<file path="src/rtl/ring_link_pkg.sv">
// Shared definitions for the ring link supervisor: FSM state codes, frame
// field positions and the transmit frame layout.
package ring_link_pkg;

    // FSM state encoding
    localparam logic [2:0] ST_RST  = 3'd0;
    localparam logic [2:0] ST_CAL  = 3'd1;
    localparam logic [2:0] ST_SYNC = 3'd2;
    localparam logic [2:0] ST_UP   = 3'd3;
    localparam logic [2:0] ST_FAIL = 3'd4;

    localparam int unsigned FRAME_W         = 64;
    localparam int unsigned FRAME_VALID_BIT = 63;
    localparam int unsigned SRC_MSB         = 62;
    localparam int unsigned SRC_LSB         = 60;
    localparam int unsigned SRC_W           = 3;
    localparam int unsigned PAYLOAD_W       = 60;
    localparam int unsigned RETRY_W         = 4;
    localparam logic [FRAME_W-1:0] IDLE_WORD = 64'h0;

    // On-wire frame: valid marker, source id, payload
    typedef struct packed {
        logic                 valid;
        logic [SRC_W-1:0]     src;
        logic [PAYLOAD_W-1:0] payload;
    } frame_t;

    function automatic frame_t make_frame(input logic [SRC_W-1:0]     src,
                                          input logic [PAYLOAD_W-1:0] payload);
        frame_t f;
        f.valid   = 1'b1;
        f.src     = src;
        f.payload = payload;
        return f;
    endfunction

endpackage

</file>
<file path="src/rtl/ring_link_ctrl_rr_arbiter.sv">
// Round-robin arbiter. Grants the first requester after the last-served one,
// wrapping; the pointer moves to the granted index when advance is high.
// Ports:
//   CLK, Reset  - clock, synchronous active-high reset
//   req         - request vector
//   advance     - commit the current grant (move the pointer)
//   grant_c     - one-hot grant, combinational
module rr_arbiter #(
    parameter int unsigned N = 4,
    localparam int unsigned PW = (N > 1) ? $clog2(N) : 1
) (
    input  logic         CLK,
    input  logic         Reset,
    input  logic [N-1:0] req,
    input  logic         advance,
    output logic [N-1:0] grant_c
);

    logic [PW-1:0] ptr;
    logic [PW-1:0] sel;
    logic [PW-1:0] idx;
    logic          found;

    // Scan from ptr+1 upward (mod N); first requester wins
    always_comb begin
        grant_c = '0;
        sel     = ptr;
        idx     = '0;
        found   = 1'b0;
        for (int k = 1; k <= int'(N); k++) begin
            idx = PW'((int'(ptr) + k) % int'(N));
            if (!found && req[idx]) begin
                grant_c[idx] = 1'b1;
                sel          = idx;
                found        = 1'b1;
            end
        end
    end

    // Pointer starts at N-1 so requester 0 has first priority after reset
    always_ff @(posedge CLK) begin
        if (Reset) begin
            ptr <= PW'(N - 1);
        end else if (advance && found) begin
            ptr <= sel;
        end
    end

endmodule

</file>
<file path="src/rtl/ring_link_ctrl.sv">
// Ring link supervisor and transmit scheduler. Brings the link up
// (reset pulse, calibration, partner handshake, retry/fail), then
// round-robin multiplexes requesters onto the transmit word and decodes
// received frames.
// Ports:
//   CLK, Reset                 - clock, synchronous active-high reset
//   enable                     - link enable; low returns to RST
//   ring_reset, ring_lock_in   - control to the ring link instance
//   ring_lock_out              - local calibration locked
//   partner_ready              - partner calibrated and ready
//   link_up, link_fail         - status (UP / FAIL state)
//   retry_cnt                  - saturating timeout count
//   req_valid/req_data/req_ready - requester interface (ready is combinational)
//   ring_din                   - registered transmit word
//   ring_dout                  - received word
//   rx_valid/rx_src/rx_data    - decoded received frame
module ring_link_ctrl
    import ring_link_pkg::*;
#(
    parameter int unsigned NUM_REQ      = 4,
    parameter int unsigned RST_CYCLES   = 16,
    parameter int unsigned CAL_TIMEOUT  = 1024,
    parameter int unsigned SYNC_TIMEOUT = 65535,
    parameter int unsigned MAX_RETRY    = 7
) (
    input  logic                           CLK,
    input  logic                           Reset,
    input  logic                           enable,
    output logic                           ring_reset,
    input  logic                           ring_lock_out,
    output logic                           ring_lock_in,
    input  logic                           partner_ready,
    output logic                           link_up,
    output logic                           link_fail,
    output logic [RETRY_W-1:0]             retry_cnt,
    input  logic [NUM_REQ-1:0]             req_valid,
    input  logic [NUM_REQ*PAYLOAD_W-1:0]   req_data,
    output logic [NUM_REQ-1:0]             req_ready,
    output logic [FRAME_W-1:0]             ring_din,
    input  logic [FRAME_W-1:0]             ring_dout,
    output logic                           rx_valid,
    output logic [SRC_W-1:0]               rx_src,
    output logic [PAYLOAD_W-1:0]           rx_data
);

    localparam int unsigned T_MAX =
        (RST_CYCLES > CAL_TIMEOUT)
            ? ((RST_CYCLES > SYNC_TIMEOUT) ? RST_CYCLES : SYNC_TIMEOUT)
            : ((CAL_TIMEOUT > SYNC_TIMEOUT) ? CAL_TIMEOUT : SYNC_TIMEOUT);
    localparam int unsigned TW = $clog2(T_MAX + 1);

    logic [2:0]         state, state_nx;
    logic [TW-1:0]      timer, timer_nx;
    logic [RETRY_W-1:0] retry_nx;
    logic               timeout;
    logic               enable_q;
    logic               up_d1, up_d2;
    logic               tx_en;
    frame_t             tx_frame;

    // State, timer and status registers
    always_ff @(posedge CLK) begin
        if (Reset) begin
            state        <= ST_RST;
            timer        <= '0;
            retry_cnt    <= '0;
            enable_q     <= 1'b0;
            ring_reset   <= 1'b1;
            ring_lock_in <= 1'b0;
            link_up      <= 1'b0;
            link_fail    <= 1'b0;
            up_d1        <= 1'b0;
            up_d2        <= 1'b0;
        end else begin
            state        <= state_nx;
            timer        <= timer_nx;
            retry_cnt    <= retry_nx;
            enable_q     <= enable;
            ring_reset   <= (state_nx == ST_RST) || (state_nx == ST_FAIL);
            ring_lock_in <= (state_nx == ST_UP);
            link_up      <= (state_nx == ST_UP);
            link_fail    <= (state_nx == ST_FAIL);
            up_d1        <= link_up;
            up_d2        <= up_d1;
        end
    end

    // Next-state, timer and retry logic
    always_comb begin
        state_nx = state;
        timer_nx = timer;
        retry_nx = retry_cnt;
        timeout  = 1'b0;
        case (state)
            ST_RST: begin
                // Timer saturates while enable is low, so CAL follows as soon as enable returns
                if (timer == TW'(RST_CYCLES - 1)) begin
                    if (enable) state_nx = ST_CAL;
                end else begin
                    timer_nx = timer + TW'(1);
                end
            end
            ST_CAL: begin
                if (ring_lock_out)                         state_nx = ST_SYNC;
                else if (timer == TW'(CAL_TIMEOUT - 1))    timeout  = 1'b1;
                else                                       timer_nx = timer + TW'(1);
            end
            ST_SYNC: begin
                if (!ring_lock_out)                        state_nx = ST_RST;
                else if (partner_ready)                    state_nx = ST_UP;
                else if (timer == TW'(SYNC_TIMEOUT - 1))   timeout  = 1'b1;
                else                                       timer_nx = timer + TW'(1);
            end
            ST_UP: begin
                if (!ring_lock_out)                        timeout  = 1'b1;
                else if (!partner_ready)                   state_nx = ST_SYNC;
            end
            ST_FAIL: begin
                // Only a low-then-high enable sequence restarts bring-up
                if (enable && !enable_q) begin
                    state_nx = ST_RST;
                    retry_nx = '0;
                end
            end
            default: state_nx = ST_RST;
        endcase

        // Retry count never exceeds MAX_RETRY, so this increment saturates there
        if (timeout) begin
            if (retry_cnt == RETRY_W'(MAX_RETRY)) begin
                state_nx = ST_FAIL;
            end else begin
                state_nx = ST_RST;
                retry_nx = retry_cnt + RETRY_W'(1);
            end
        end

        if (!enable && (state != ST_FAIL)) begin
            state_nx = ST_RST;
            retry_nx = retry_cnt;
        end

        if (state_nx != state) timer_nx = '0;
    end

    // Data is held off until link_up has been high for two cycles
    assign tx_en = link_up & up_d1 & up_d2;

    rr_arbiter #(.N(NUM_REQ)) u_arb (
        .CLK     (CLK),
        .Reset   (Reset),
        .req     (req_valid & {NUM_REQ{tx_en}}),
        .advance (tx_en),
        .grant_c (req_ready)
    );

    // Frame of the granted requester
    always_comb begin
        tx_frame = frame_t'(IDLE_WORD);
        for (int i = 0; i < int'(NUM_REQ); i++) begin
            if (req_ready[i]) begin
                tx_frame = make_frame(SRC_W'(i), req_data[i*PAYLOAD_W +: PAYLOAD_W]);
            end
        end
    end

    // Transmit and receive registers
    always_ff @(posedge CLK) begin
        if (Reset) begin
            ring_din <= IDLE_WORD;
            rx_valid <= 1'b0;
            rx_src   <= '0;
            rx_data  <= '0;
        end else begin
            ring_din <= (|req_ready) ? FRAME_W'(tx_frame) : IDLE_WORD;
            rx_valid <= link_up & ring_dout[FRAME_VALID_BIT];
            if (link_up && ring_dout[FRAME_VALID_BIT]) begin
                rx_src  <= ring_dout[SRC_MSB:SRC_LSB];
                rx_data <= ring_dout[PAYLOAD_W-1:0];
            end
        end
    end

endmodule

</file>
<file path="config.mk">
export PLATFORM = sky130hd
export DESIGN_NAME = ring_link_ctrl
export DESIGN_NICKNAME = d
export VERILOG_FILES = /design/src/rtl/ring_link_pkg.sv /design/src/rtl/ring_link_ctrl_rr_arbiter.sv /design/src/rtl/ring_link_ctrl.sv
export SDC_FILE = /design/constraint.sdc
export NUM_CORES = 1
export LEC_CHECK = 0
export CAP_MARGIN = 10
export CORE_AREA = 5 5 174 176
export CTS_CLUSTER_SIZE = 24
export DETAILED_ROUTE_END_ITERATION = 6
export DIE_AREA = 0 0 179 181
export DONT_BUFFER_PORTS = 1
export GPL_TIMING_DRIVEN = 0
export PLACE_DENSITY_LB_ADDON = 0.2
export SLEW_MARGIN = 40
export SYNTH_ARGS = -nofsm -noshare
export SYNTH_HDL_FRONTEND = slang
export SYNTH_SLANG_ARGS = --single-unit
</file>
<file path="constraint.sdc">
create_clock -name CLK -period 8 [get_ports CLK]
set_input_delay 1.2 -clock CLK [delete_from_list [all_inputs] [get_ports CLK]]
set_output_delay 1.2 -clock CLK [all_outputs]
set_load 0.02 [all_outputs]
</file>
==> summary.txt <==
==================================================================================================
Outcome                                                                               finished, final reports clean
Sequential-to-total area share from yosys stat                                              44.03%
Slew @ Worst Pin                                                                         0.8564 ns
Via density per instance                                                                     5.218
Initial core utilization                                                                    25.24%
Total CTS buffers                                                                               17
Post-CTS Repair Setup Buffers                                                                    0
Max VDD drop                                                                             0.1482 mV
Total negative setup slack                                                                    0 ns
Most frequent cell after synthesis                                                         dfxtp_1
Via count of the first global-routing pass                                                    6701
Total wirelength of the detailed-routed design                                            30100 um
Share of synthesized area spent on multiplexers                                             1.080%
Count of hold buffers inserted by post-cts repair                                                0
Chip Height                                                                                 181 um
Layout cell share with drive strength beyond 1                                              6.889%
Post-synthesis async set-or-reset flop share                                                    0%
Clock Sinks                                                                                    158
Critical setup path kind                                                              flip-flop to primary output
Final routed DRC violation total                                                                 0
Number of warnings reported in the yosys synthesis log                                           0
Floorplan die width                                                                         179 um
Die outline area                                                                        32400 um^2
Ranking of synthesized cells by instance count                                        dfxtp_1, nand2_1, nor2_1
Count of different cell masters after synthesis                                                 60
Boundary pin count                                                                             453
Clock latency of the later-clocked register in the worst-skew pair                         0.42 ns
Number of optimization iterations in the first detailed-route pass                               5
Clock transition time at the flip-flop clock pins of the worst setup and hold paths        0.07 ns
Fraction of post-synthesis cell area in the top cell type by area                           44.03%
Critical path arrival                                                                      3.93 ns
Final critical delay including setup and external delays                                  5.128 ns
Avg Synthesized Cell Area                                                               8.277 um^2
Leading post-synthesis cells by cell area                                             dfxtp_1, nand2_1, a221oi_1, o32ai_1, a21oi_1
Number of nets in the layout                                                                  1210
Iter 0 DRT Violations                                                                          445
Fraction of the mapped netlist area in simple logic gates                                   19.44%
Global routing usage summed across all routing layers                                       17.36%
Synthesized instance count                                                                     868
Type of element capturing the critical path                                           primary output
Maximum clock frequency                                                                  195.0 MHz
Buffer levels on the longest clock path                                                          2
H-tree levels                                                                                    4
Leading register cell type out of synthesis                                                dfxtp_1
Flip-flop and latch count after synthesis                                                      158
Final core utilization                                                                      29.28%
Clock tree root buffer cell                                                              clkbuf_16
Initial antenna violation count                                                                  3
Area delta synth->final                                                                     16.02%
Xor-xnor portion of the synthesized cell area                                               1.951%
Number of nets with antenna violations after routing                                             0
Estimated wirelength of the detail-placed design                                          24110 um
Largest net degree at the start of global routing                                               17
Synthesized Nets                                                                              1191
CORE AREA                                                                               28470 um^2
Total number of vias                                                                          6710
Cell Pwr Density                                                                      210.8 nW/um^2
Class of the most critical hold timing path                                           flip-flop to flip-flop
Worst Path Max Fanout                                                                           10
Post-route clock skew                                                                   0.01494 ns
Fraction of the mapped netlist area in adder cells                                          1.881%
Number of rows in the core area                                                                 62
Final setup violation count                                                                      0
Data required time at the worst endpoint                                                   6.80 ns
Average wire length per cell after detail routing                                         23.41 um
Post-synth design cell area                                                              7184 um^2
Overall overflow remaining after global route                                                    0
Number of violations of the max-capacitance limit                                                0
Global-route wire length before repair                                                    42720 um
Largest family of logic cells by synthesized area                                     compound AO/OA/AOI/OAI gates
Hold violation total from the final report                                                       0
Portion of the clock cycle consumed by the worst path in the final layout                   64.10%
Number of enable flip-flop cells after synthesis                                                 0
Slew headroom                                                                               42.52%
Leakage power summed over all cells                                                       2.957 nW
Weighted congestion reported at the end of routability-driven placement                     0.8623
CP startpoint kind                                                                       flip-flop
Port Buf Inserts                                                                                 0
Library cell with the largest summed area after synthesis                                  dfxtp_1
Clock tree from TritonCTS                                                                    built
Post-synthesis compound-gate area fraction                                                  23.32%
Max-slew violations                                                                              0
Setup repair after global routing missed its margin                                             no
Cells resized by post-CTS repair                                                                 0
==================================================================================================
[cells by family (layout without fill, tap and decap cells)]
group | Yosys count | count (layout)
AND/OR/NAND/NOR | 314 | 314
AO/OA/AOI/OAI | 222 | 222
flip-flops | 158 | 158
buffers and inverters | 141 | 173
XOR/XNOR | 16 | 16
adder cells (fa/ha/maj) | 11 | 11
multiplexers | 5 | 5
other | 1 | 3
[worst paths after layout]
path | start | endpoint | slack, ns | depth (start not counted)
setup / recovery | u_arb.ptr[0]$_SDFFE_PP1P_ | req_ready[3] | 2.87 | 9
hold / removal | up_d1$_SDFF_PP0_ | up_d2$_SDFF_PP0_ | 0.48 | 1
setup reg to reg | u_arb.ptr[0]$_SDFFE_PP1P_ | ring_din[58]$_SDFF_PP0_ | 3.10 | 12
hold reg to reg | up_d1$_SDFF_PP0_ | up_d2$_SDFF_PP0_ | 0.48 | 1
[worst max-delay path, cell delays in order, from the launching register on]
cell	delay, ns
dfxtp_1	0.46
buf_2	0.26
inv_1	0.14
ha_1	0.42
mux4_2	0.59
a21oi_1	0.15
nor3_1	0.07
a311oi_2	0.68
inv_2	0.32
clkbuf_2	0.42
[layout by cell type (no fill, tap or decap), drive strengths merged, types with 11 or more instances in the layout]
master / instances
a221oi: 61
inv: 79
o32ai: 60
nor2: 76
nand3: 13
a21oi: 69
nand2: 143
nor3: 25
clkbuf: 71
nand4: 11
dfxtp: 158
buf: 17
[power by group]
group	internal, mW	switching [mW]
sequential	0.787	0.00148
clock	0.538	0.395
combinational	0.0128	0.0221
[cell type report]
class / count / area, um^2
fill: 3111 / 20130
multi-input combinational: 569 / 3443
sequential: 158 / 3163
tap: 384 / 480.5
clock buffer: 17 / 425.4
buffer: 71 / 332.8
inverter: 70 / 262.8
clock inverter: 15 / 222.7
antenna: 2 / 5.005
[metrics by stage]
stage               worst slack (ns)  total power, mW  area (um^2)  hold WS (ns)  instances
global placement               2.918           0.8425         7665        0.4749       1252
detailed placement             3.070           0.8426         7675        0.4742       1252
floorplan                      3.820           0.8332         7184        0.4532        868
finish                         2.872            1.757         8335        0.4824       1286
global route                   2.634            1.827         8330        0.5001       1284
CTS                            2.820            1.782         8323        0.4879       1284
[state kept, by name, indices dropped and copies added (netlist names)]
register and count:
link_up 1, link_fail 1, enable_q 1, u_arb.ptr 2, up_d2 1, state 3, rx_data 60, rx_src 3
ring_din 63, rx_valid 1, retry_cnt 4, timer 16, up_d1 1, ring_reset 1
[per-layer routing]
metal	share of wire, %	wire [um]	global-route usage [%]	vias up
li1	-	-	-	3143
met1	42	12650	22.11	3223
met2	47	14180	28.16	320
met3	9.8	2950	6.417	24
met4	1.1	325	3.562	0
met5	0	0	0	-
Note: power is estimated with default switching activity, not from simulation.
